[src/rtl/stream_argmax_pkg.sv]
// Shared definitions for the word-recognition (wrd) stream chain:
// default datapath widths and the argmax receiver state encoding.
package stream_argmax_pkg;

    localparam int WRD_BW = 32;
    localparam int WRD_IW = 8;

    typedef enum logic {
        ACCUM = 1'b0,
        HOLD  = 1'b1
    } state_t;

endpackage

[src/rtl/stream_argmax.sv]
// Terminal argmax receiver: tracks the running maximum of a signed score frame
// and presents {index, score, length error} on a registered valid/ready output.
module stream_argmax
    import stream_argmax_pkg::*;
#(
    parameter int BW = WRD_BW,
    parameter int IW = WRD_IW
) (
    input  logic                 clk_i,
    input  logic                 rst_i,
    input  logic signed [BW-1:0] data_i,
    input  logic                 valid_i,
    input  logic                 last_i,
    output logic                 ready_o,
    output logic [IW-1:0]        class_o,
    output logic signed [BW-1:0] max_o,
    output logic                 err_o,
    output logic                 valid_o,
    input  logic                 ready_i
);

    localparam logic [IW:0] CNT_MAX = {1'b1, {IW{1'b0}}};

    state_t               state, state_n;
    logic [IW:0]          count;
    logic                 first;
    logic                 err_r, err_n;
    logic signed [BW-1:0] max_r, max_n;
    logic [IW-1:0]        idx_r, idx_n;
    logic                 accept;
    logic                 load;

    // ready depends only on registered state, never on ready_i
    assign ready_o = (state == ACCUM);
    assign accept  = valid_i && ready_o;

    always_ff @(posedge clk_i) begin
        if (rst_i) state <= ACCUM;
        else       state <= state_n;
    end

    always_comb begin
        state_n = state;
        max_n   = max_r;
        idx_n   = idx_r;
        err_n   = err_r;
        load    = 1'b0;
        case (state)
            ACCUM: begin
                if (accept) begin
                    // beats past the index range are counted as errors, not compared
                    if (count == CNT_MAX) begin
                        err_n = 1'b1;
                    end else if (first) begin
                        max_n = data_i;
                        idx_n = '0;
                    end else if (data_i > max_r) begin
                        max_n = data_i;
                        idx_n = count[IW-1:0];
                    end
                    if (last_i) begin
                        state_n = HOLD;
                        load    = 1'b1;
                    end
                end
            end
            HOLD: begin
                if (valid_o && ready_i) state_n = ACCUM;
            end
            default: state_n = ACCUM;
        endcase
    end

    always_ff @(posedge clk_i) begin
        if (rst_i) begin
            count   <= '0;
            first   <= 1'b1;
            err_r   <= 1'b0;
            max_r   <= '0;
            idx_r   <= '0;
            valid_o <= 1'b0;
            class_o <= '0;
            max_o   <= '0;
            err_o   <= 1'b0;
        end else begin
            if (accept) begin
                max_r <= max_n;
                idx_r <= idx_n;
            end
            if (load) begin
                // result takes the values already updated by the last beat
                class_o <= idx_n;
                max_o   <= max_n;
                err_o   <= err_n;
                valid_o <= 1'b1;
                count   <= '0;
                first   <= 1'b1;
                err_r   <= 1'b0;
            end else begin
                if (accept) begin
                    count <= (count == CNT_MAX) ? count : count + 1'b1;
                    first <= 1'b0;
                    err_r <= err_n;
                end
                if (state == HOLD && valid_o && ready_i) valid_o <= 1'b0;
            end
        end
    end

endmodule

[config.mk]
export PLATFORM = sky130hd
export DESIGN_NAME = stream_argmax
export DESIGN_NICKNAME = d
export VERILOG_FILES = /design/src/rtl/stream_argmax_pkg.sv /design/src/rtl/stream_argmax.sv
export SDC_FILE = /design/constraint.sdc
export NUM_CORES = 1
export LEC_CHECK = 0
export CORE_MARGIN = 2
export CORE_UTILIZATION = 40
export CTS_BUF_LIST = sky130_fd_sc_hd__clkbuf_8
export CTS_CLUSTER_DIAMETER = 50
export CTS_CLUSTER_SIZE = 24
export DETAILED_ROUTE_END_ITERATION = 7
export PLACE_DENSITY = 0.74
export RECOVER_POWER = 25
export SYNTH_ARGS = -nofsm -noshare
export SYNTH_HDL_FRONTEND = slang
export SYNTH_SLANG_ARGS = --single-unit
[constraint.sdc]
create_clock -name clk_i -period 4.9 [get_ports clk_i]
set_clock_uncertainty 0.05 [all_clocks]
set_input_delay 0.98 -clock clk_i [delete_from_list [all_inputs] [get_ports clk_i]]
set_output_delay 0.98 -clock clk_i [all_outputs]
set_load 0.05 [all_outputs]
Yosys cells after proc, flatten, opt, wreduce, memory -nomap -nowiden --
Cells that the tools add are included.
Operators by class: bitwise gates (word level) 2, magnitude comparators 1, add/sub/neg operators 1, shift operators 0, divide/modulo/power cells 0, reduce and logical (&&, ||, !) cells 7, eq/ne operators 1, muxes and demuxes 20, multipliers 0
Operator list (number):
- 32-bit two-way mux | 5
- 8-bit two-way mux | 5
- 32-bit greater-than comparator | 1
- 9-bit by 1-bit adder with 9-bit output (second input constant) | 1
- 9-bit equality test (second input constant) | 1
- 1-bit two-way mux | 9
- 1-bit logical AND | 4
- 1-bit NOT | 2
- 1-bit case mux with 2 select lines | 1
- 2-bit AND reduction | 1
- 2-bit nonzero test | 1
- 2-bit OR reduction | 1
Storage, ports and cells: bits in registers 94, word-level logic and storage cells 42, bits in writable memories 0, memories 0, bits in read-only memories 0, bits in latches 0

Depth between registers and ports, before layout --
Gate-level depths: netlist of the first run.
word-level depth 6, depth in mapped cells 11

Worst setup path after synthesis of the first run --
Ideal clock, no wire load.
kind input -> register, from in data_i[14], to reg max_o[10], data required time 4.771 ns, path slack 1.879 ns, arrival 2.892 ns, stages 10, path buffers 2, cells stage by stage ha_1 -> and4_1 -> and4_1 -> a21boi_1 -> o31ai_1 -> nand4bb_1 -> buf_2 -> buf_1 -> nand4_1 -> o211ai_1
On the way: word-level cells in the longest chain between the ends 6
RTL lines:
- from (decl) | RTL line stream_argmax.sv:11 | input logic signed [BW-1:0] data_i,
- 32-bit greater-than comparator | RTL line stream_argmax.sv:57 | end else if (data_i > max_r) begin
- 32-bit two-way mux | RTL line stream_argmax.sv:57
- 32-bit two-way mux | RTL line stream_argmax.sv:54 | end else if (first) begin
- 32-bit two-way mux | RTL line stream_argmax.sv:52 | if (count == CNT_MAX) begin
- 32-bit two-way mux | RTL line stream_argmax.sv:50 | if (accept) begin
- 32-bit two-way mux | RTL line stream_argmax.sv:48 | case (state)
- to (signal assigned) | RTL line stream_argmax.sv:93 | max_o <= max_n;
- to (decl) | RTL line stream_argmax.sv:16 | output logic signed [BW-1:0] max_o,
No other way between the ends. A chain may end at the register's enable or synchronous reset.

Worst setup path in the final report of the first run --
from in data_i[13], to reg max_o[5]
Same word-level chain as after synthesis.

==> flow_summary.ini, run 1 <==
[status]
status = finished, final reports clean

[die]
die_h_um = 114
fp.dieW_um = 114
rows = 40
core_area_um2 = 12000
num_io_pins = 80
start_util_pct = 40.7
die_area_um2 = 13100

[yosys]
synth_compound_area_share_pct = 21.9
synth_edf_count = 0
synth_cells = 597
synth_nets = 668
yosys.area_share.simple_pct = 22.6
yosysWarnings = 0
synthMuxAreaShare_pct = 0
synth.cell_area_um2 = 4870
synth_seq_cells = 94
synth_top_family_by_area = simple AND/OR/NAND/NOR gates
synth_ff_type = dfxtp_1
synth_seq_area_share_pct = 38.7
synth_xor_area_share_pct = 1.08
synthTopCellsByArea = dfxtp_1, o211ai_1, ha_1, nand2_1, nand4_1
avgSynthCellArea_um2 = 8.15
synth_area_leader_cell = dfxtp_1
synth_cell_types = 47
synthArstFlopShare_pct = 0
synth_adder_area_share_pct = 8.74
yosysTopAreaCellShare_pct = 38.7

[cells_and_area]
multi_input_area_um2 = 2680
drive_above_1_share_pct = 5.52
diodes = 0
register_area_um2 = 1880
area_growth_pct = 22.3
nets = 718
final_util_pct = 49.7
stdcell_area_um2 = 5950
fillerInstances = 1136

[clock_network]
cts_resized = 0
cts_tree = yes
clock_path_buffers = 2
cts_setup_buffers = 0
numCtsBuffers = 9
clkTransAtPathRegs_ns = 0.10
clock_latency_ns = 0.38
clkSinkCount = 94
postCtsHoldBufs = 0
cts-root-buf = clkbuf_8
h-tree-depth = 3

[sta]
min_period_over_period_pct = 78.6
worstMarginPinSlew_ns = 1.12
rsz0062_at_grt = no
max_freq_ghz = 0.260
max_slew_margin_pct = 25.1
min_period_ns = 3.85
finalMaxSlewViolations = 0
hold_viol_final = 0
final-setup-viol-count = 0
setup-tns-final_ns = 0

[detailed_routing]
drt_iter0_markers = 330
drtPass1Iterations = 7
viasPerCell = 5.86
vias = 4680
wl_per_cell_um = 16.3
final_antenna_net_count = 0
drc_errors = 0
wirelength_mm = 13.0

[placement]
gp_congestion = 0.779
numPortBuffers = 79
placed_area_um2 = 5760
hpwl_mm = 8.95

[worst_setup_path]
critPathArrivalTime_ns = 4.07
crit_required_ns = 5.12
worst_setup_path_start_kind = input pin
end_kind = flop
path_max_fanout = 18
critPathKind = in2reg

[global_routing]
track_usage_pct = 20.5
grt_antenna_before_repair = 0
grt_max_degree = 66
grt_pass1_vias = 4675
grt_pass1_wl_mm = 21.9
grt_overflow = 0

[flow_run]
max_cap_violations = 0

[worst_hold_path]
hp-class = reg2reg

[power_and_ir_drop]
power_density_nw_per_um2 = 290
p_leak_nw = 2.06
peakVddDrop_uv = 117
## flip-flops by register name, summed over array words and instances (netlist names)
name / flops
err_r: 1
err_o: 1
class_o: 8
max_o: 32
max_r: 32
valid_o: 1
first: 1
idx_r: 8
count: 9
state: 1
## layout by cell type (no fill, tap or decap), types with 2 or more instances in the layout
master,netlist,layout
clkbuf_8,0,10
a31o_2,2,2
and4_1,4,4
clkinvlp_4,0,3
dlygate4sd3_1,0,29
o21ai_0,6,6
dfxtp_1,94,94
inv_8,0,2
nand3_1,36,36
a21oi_1,50,49
xor2_1,5,5
o211ai_1,73,73
buf_4,1,9
a22o_1,5,5
nor2_1,14,14
nand2b_1,2,2
and3_1,7,6
or3_1,2,2
nor4b_1,2,2
a32o_1,2,2
nand4_1,48,48
a22oi_1,8,8
clkdlybuf4s50_1,0,50
ha_1,34,34
nor2b_1,2,2
nand2_1,92,92
inv_1,36,36
## critical path, cell delays in order
cell and delay (ns):
clkdlybuf4s50_1 0.47, ha_1 0.34, and4_1 0.24, and4_1 0.22, a21boi_1 0.14, o31ai_1 0.47
a211oi_4 0.12, o21ai_2 0.73, buf_12 0.24, o211ai_1 0.11
## cells in the mapped netlist (5+ instances only)
library cell / count
nand3_1: 36
nor2_1: 14
dfxtp_1: 94
nand2_1: 92
nand4_1: 48
a22o_1: 5
inv_1: 36
o211ai_1: 73
a22oi_1: 8
clkbuf_1: 34
xor2_1: 5
buf_2: 11
a21oi_1: 50
o21ai_0: 6
and3_1: 7
buf_1: 5
ha_1: 34
## through the flow
step / instances / hold WS [ns] / total power (W) / setup slack, ns
2_1_floorplan: 597 / 0.387 / 0.00109 / 1.88
3_3_place_gp: 783 / 0.404 / 0.00122 / 0.790
3_5_place_dp: 783 / 0.417 / 0.00123 / 0.708
4_1_cts: 799 / 0.438 / 0.00174 / 1.09
5_1_grt: 799 / 0.456 / 0.00181 / 0.956
6_report: 799 / 0.436 / 0.00172 / 1.05
## power breakdown
group / internal (W) / leakage (nW) / switching, W
Clock: 0.000207 / 0.0890 / 0.000304
Combinational: 0.000133 / 1.20 / 0.000254
Sequential: 0.000798 / 0.765 / 0.0000281
Total: 0.00114 / 2.06 / 0.000586
## worst paths after layout
check,start,end,slack [ns],cells past startpoint
hold reg to reg,err_r,err_r,0.44,2
hold / removal,err_r,err_r,0.44,2
setup reg to reg,max_r[14],max_o[5],1.76,10
setup / recovery,data_i[13],max_o[5],1.05,10
## metal layers
metal  global-route usage [%]  up-vias  routed length (um)
met1                     26.4     2224                5780
met5                        0        -                   0
met2                     34.4      157                6280
li1                         -     2284                   -
met4                     6.02        0                 130
met3                     4.82       15                 830
## cell families after synthesis
kind of cell / count (synthesis)
simple gates: 218
compound gates: 158
flops: 94
buf+inv: 87
fa+ha+maj: 34
xor+xnor: 6
## layout make-up
| cell class | instances | share of cell area [%] |
|---|---|---|
| multi-input combinational | 416 | 45.0 |
| timing repair buffer | 90 | 14.8 |
| sequential | 94 | 31.6 |
| clock buffer | 10 | 2.31 |
| clock inverter | 6 | 0.904 |
| inverter | 36 | 2.27 |
| tap | 147 | 3.09 |
Note: power is estimated with default switching activity, not from simulation.
==> inputs of run 2 (changes only) <==
- PLACE_DENSITY: 0.74 -> 0.76
- clock period: 4.9 -> 3.45 ns (I/O delays scaled with it)
==> flow_summary.ini, run 2 (synthesis results as in run 1) <==
[status]
status = finished, final reports clean

[sta]
min_period_ns = 3.27
min_period_over_period_pct = 94.8
hold_viol_final = 0
worstMarginPinSlew_ns = 1.27
final-setup-viol-count = 0
setup_slack_ns = 0.178
max_freq_ghz = 0.306
finalMaxSlewViolations = 0
rsz0062_at_grt = no
max_slew_margin_pct = 15.1

[worst_setup_path]
crit_required_ns = 3.70
cp_num_buf_inv = 4
crit_family = buffers and inverters
critPathKind = in2reg
r2r_end = idx_r[2]
crit_chain = clkdlybuf4s50_1 -> ha_1 -> nand4_1 -> buf_4 -> nor3_1 -> a21oi_1 -> and3_1 -> a211oi_4 -> buf_4 -> buf_12 -> nand4_1 -> o211ai_1
slowest_delay_ns = 0.49
reg2reg_depth = 10
path_max_fanout = 17
rr_startpoint = max_r[9]
rrSetupSlack_ns = 0.59
end_kind = flop
crit_slowest_cell = clkdlybuf4s50_1
worst_setup_path_start_kind = input pin
critPathArrivalTime_ns = 3.52

[global_routing]
grt_max_degree = 66
grt_pass1_wl_mm = 22.9
grt_overflow = 0
grt_pass1_vias = 4834
grt_antenna_before_repair = 0
track_usage_pct = 21.5

[detailed_routing]
dr_wl_met3_um = 806
final_antenna_net_count = 0
wl_met2_mm = 6.71
top_layer = met4
drc_errors = 0
wirelength_mm = 13.8
drt_iter0_markers = 327
drtPass1Iterations = 4
wl_per_cell_um = 16.7
m1WireLength_mm = 5.95
vias = 4865
viasPerCell = 5.88

[placement]
placed_area_um2 = 6020
placed_cells = 811
numPortBuffers = 79
gp_congestion = 0.834
pre_cts_ws_ns = -0.191
hpwl_mm = 9.39

[die]
die_area_um2 = 13100
core_area_um2 = 12000
fp.dieW_um = 114
start_util_pct = 40.7
rows = 40
num_io_pins = 80
die_h_um = 114

[worst_hold_path]
hold_end = max_o[15]
min_from = max_o[15]
hp-class = reg2reg
min_path_cells = 2

[clock_network]
cts_tree = yes
cts-root-buf = clkbuf_8
numCtsBuffers = 9
h-tree-depth = 3
clock_path_buffers = 2
clock_latency_ns = 0.38
clkSinkCount = 94
postCtsHoldBufs = 0
clkTransAtPathRegs_ns = 0.10

[power_and_ir_drop]
power_density_nw_per_um2 = 423
p_int_w = 0.00178
peakVddDrop_uv = 276
p_leak_nw = 2.21
pwr-share-clk_pct = 32.5
switching_share_pct = 32.4
switching_power_w = 0.000853
comb_power_share_pct = 22.8
seq_power_share_pct = 44.7

[cells_and_area]
diodes = 0
nets = 746
largest_registers = max_o x32, max_r x32, count x9
layout_common_cells = dfxtp_1, nand2_1, o211ai_1
drive_above_1_share_pct = 9.12
fillerInstances = 1108
layout_commonest_cell = dfxtp_1
stdcell_area_um2 = 6220
multi_input_area_um2 = 2670
register_area_um2 = 1880
final_util_pct = 52.0
layout.cells.non_filler = 827
area_growth_pct = 27.9

[flow_run]
max_cap_violations = 0
run 2: changes by cell type in the layout (fill, tap and decap cells not counted), moves of 3 or more:
| cell | change |
|---|---|
| clkdlybuf4s50_1 | +7 |
| clkinvlp_4 | -3 |
| buf_12 | +3 |
| dlygate4sd3_1 | -7 |
| buf_4 | +22 |
run 2: repair_timing:
item / in CTS / in global routing
resized for setup: 0 / 1
endpoints found under the hold margin: 0 / 0
setup buffers: 0 / 0
endpoints found under the setup margin: 0 / 1
run 2: cell type report:
type / instances / area share (%)
repair buffers: 118 / 18.1
clock buffers: 9 / 1.99
well taps: 147 / 2.96
clock inverters: 7 / 1.67
inverters: 36 / 2.17
flip-flops and latches: 94 / 30.2
multi-input cells: 416 / 42.9
run 2: worst max-delay path by stage:
| stage | start | to | slack, ns | depth (start not counted) |
|---|---|---|---|---|
| floorplan | data_i[14] | max_o[10] | 0.72 | 10 |
| global placement | data_i[31] | class_o[7] | -0.02 | 12 |
| detailed placement | data_i[10] | max_r[23] | -0.19 | 10 |
| CTS | data_i[10] | max_r[23] | 0.19 | 10 |
| global route | data_i[31] | max_r[23] | 0.002 | 11 |
| finish | data_i[31] | class_o[6] | 0.18 | 12 |
run 2: power groups by stage:
stage | Combinational (W) | Sequential (W) | Clock [W]
final | 0.000601 | 0.00118 | 0.000854
after global routing | 0.000655 | 0.00118 | 0.000903
after CTS | 0.000603 | 0.00118 | 0.000865
after detailed placement | 0.000600 | 0.00120 | 0
after global placement | 0.000579 | 0.00120 | 0
after floorplan | 0.000304 | 0.00125 | 0
run 2: per-stage QoR:
| stage | hold WS (ns) | TNS, ns | power, W |
|---|---|---|---|
| global route | 0.466 | 0 | 0.00274 |
| global placement | 0.401 | -0.0696 | 0.00178 |
| detailed placement | 0.427 | -8.91 | 0.00180 |
| floorplan | 0.387 | 0 | 0.00155 |
| finish | 0.438 | 0 | 0.00263 |
| CTS | 0.443 | 0 | 0.00264 |
run 2: worst register-to-register path, cell delays in order, from the launching register on:
cell	delay, ns
dfxtp_1	0.38
inv_1	0.06
ha_1	0.28
a21o_1	0.18
a21oi_1	0.24
o22ai_1	0.14
o31ai_1	0.50
a211oi_4	0.15
buf_4	0.23
or4b_1	0.48
o211ai_1	0.10
run 2: routing by layer:
layer  vias to the layer above  global-route usage [%]
li1                       2335                       -
met1                      2330                    27.3
met2                       168                    35.2
met3                        32                    4.29
met4                         0                    9.92
met5                         -                       0
==> inputs of run 3 (changes only) <==
- CORE_UTILIZATION: 40 -> 45
- MAX_ROUTING_LAYER: default -> met4
- PLACE_DENSITY: 0.76 -> 0.83
==> flow_summary.ini, run 3 (synthesis results as in run 1) <==
[status]
status = finished, final reports clean

[global_routing]
grt_max_degree = 65
grt_pass1_wl_mm = 21.8
grt_pass1_vias = 4617
grt_overflow = 0
grt_antenna_before_repair = 0
track_usage_pct = 23.7

[clock_network]
clock_path_buffers = 2
cts_tree = yes
h-tree-depth = 3
cts-root-buf = clkbuf_8
cts_setup_buffers = 0
clkTransAtPathRegs_ns = 0.10
clkSinkCount = 94
postCtsHoldBufs = 0
cts_resized = 0
clock_latency_ns = 0.37
numCtsBuffers = 9

[sta]
final-setup-viol-count = 0
hold_viol_final = 0
max_freq_ghz = 0.310
max_slew_margin_pct = 20.6
finalMaxSlewViolations = 0
rsz0062_at_grt = no
min_period_ns = 3.23
min_period_over_period_pct = 93.5
worstMarginPinSlew_ns = 1.19

[cells_and_area]
nets = 726
area_growth_pct = 24.3
multi_input_area_um2 = 2680
fillerInstances = 930
largest_registers = max_o x32, max_r x32, count x9
register_area_um2 = 1880
layout_commonest_cell = dfxtp_1
diodes = 0
stdcell_area_um2 = 6050
drive_above_1_share_pct = 6.67
final_util_pct = 58.1
layout_common_cells = dfxtp_1, nand2_1, o211ai_1

[detailed_routing]
drtPass1Iterations = 5
drt_iter0_markers = 281
vias = 4731
final_antenna_net_count = 0
wl_per_cell_um = 16.3
viasPerCell = 5.94
wirelength_mm = 12.9
drc_errors = 0

[die]
fp.dieW_um = 108
start_util_pct = 46.7
core_area_um2 = 10400
num_io_pins = 80
die_area_um2 = 11700
die_h_um = 108
rows = 37

[worst_setup_path]
worst_setup_path_start_kind = input pin
path_max_fanout = 7
crit_required_ns = 3.71
end_kind = flop
critPathKind = in2reg
critPathArrivalTime_ns = 3.49

[power_and_ir_drop]
power_density_nw_per_um2 = 406
peakVddDrop_uv = 279
p_leak_nw = 2.10

[worst_hold_path]
hp-class = reg2reg

[placement]
placed_area_um2 = 5860
numPortBuffers = 79
gp_congestion = 0.851
hpwl_mm = 8.97

[flow_run]
max_cap_violations = 0
## run 3: cell types whose count changed in the layout (fill, tap and decap cells not counted), sizes merged, moves of 2 or more
cell,previous run,this run
bufinv,2,0
buf,36,18
dlygate4sd3,22,25
clkdlybuf4s50,57,54
## run 3: critical path, stage by stage
cell             delay [ns]
clkdlybuf4s50_1        0.52
ha_1                   0.40
nand4_1                0.21
nor3_1                 0.24
a21oi_1                0.11
and3_1                 0.27
a211oi_4               0.34
nor4b_4                0.46
a32o_1                 0.23
## run 3: area by class of cell
| type | instances | share of cell area [%] |
|---|---|---|
| multi-input combinational | 416 | 44.3 |
| sequential | 94 | 31.1 |
| timing repair buffer | 98 | 16.4 |
| tap | 136 | 2.81 |
| clock buffer | 10 | 2.28 |
| inverter | 36 | 2.23 |
| clock inverter | 6 | 0.828 |
## run 3: worst paths after layout
kind / start / endpoint / slack [ns] / cells after the start
worst max-delay path: data_i[31] / idx_r[1] / 0.22 / 9
worst max register to register: max_r[7] / idx_r[2] / 0.67 / 10
worst min-delay path: max_o[18] / max_o[18] / 0.43 / 2
worst min register to register: max_o[18] / max_o[18] / 0.43 / 2
## run 3: where the power goes
group          internal, W  switching [W]
clock network     0.000293       0.000413
logic             0.000210       0.000366
registers          0.00113      0.0000423
total              0.00164       0.000821
## run 3: layer usage
metal  routed length [um]  up-vias  global-route usage, %  part of all wire (%)
met5                    0        -                      -                     0
met4                  183        0                   7.14                   1.4
met3                  874       20                   4.52                   6.8
met2                 6300      181                   38.5                    49
met1                 5590     2227                   30.1                    43
li1                     -     2303                      -                     -
## run 3: through the flow
step	hold slack, ns	setup WS [ns]	total power, W	TNS (ns)	cells
after global placement	0.399	-0.0905	0.00175	-1.71	780
after CTS	0.439	0.186	0.00247	0	796
after global routing	0.457	0.0499	0.00258	0	796
final	0.431	0.223	0.00246	0	796
after floorplan	0.387	0.719	0.00155	0	597
after detailed placement	0.424	-0.193	0.00178	-8.74	780
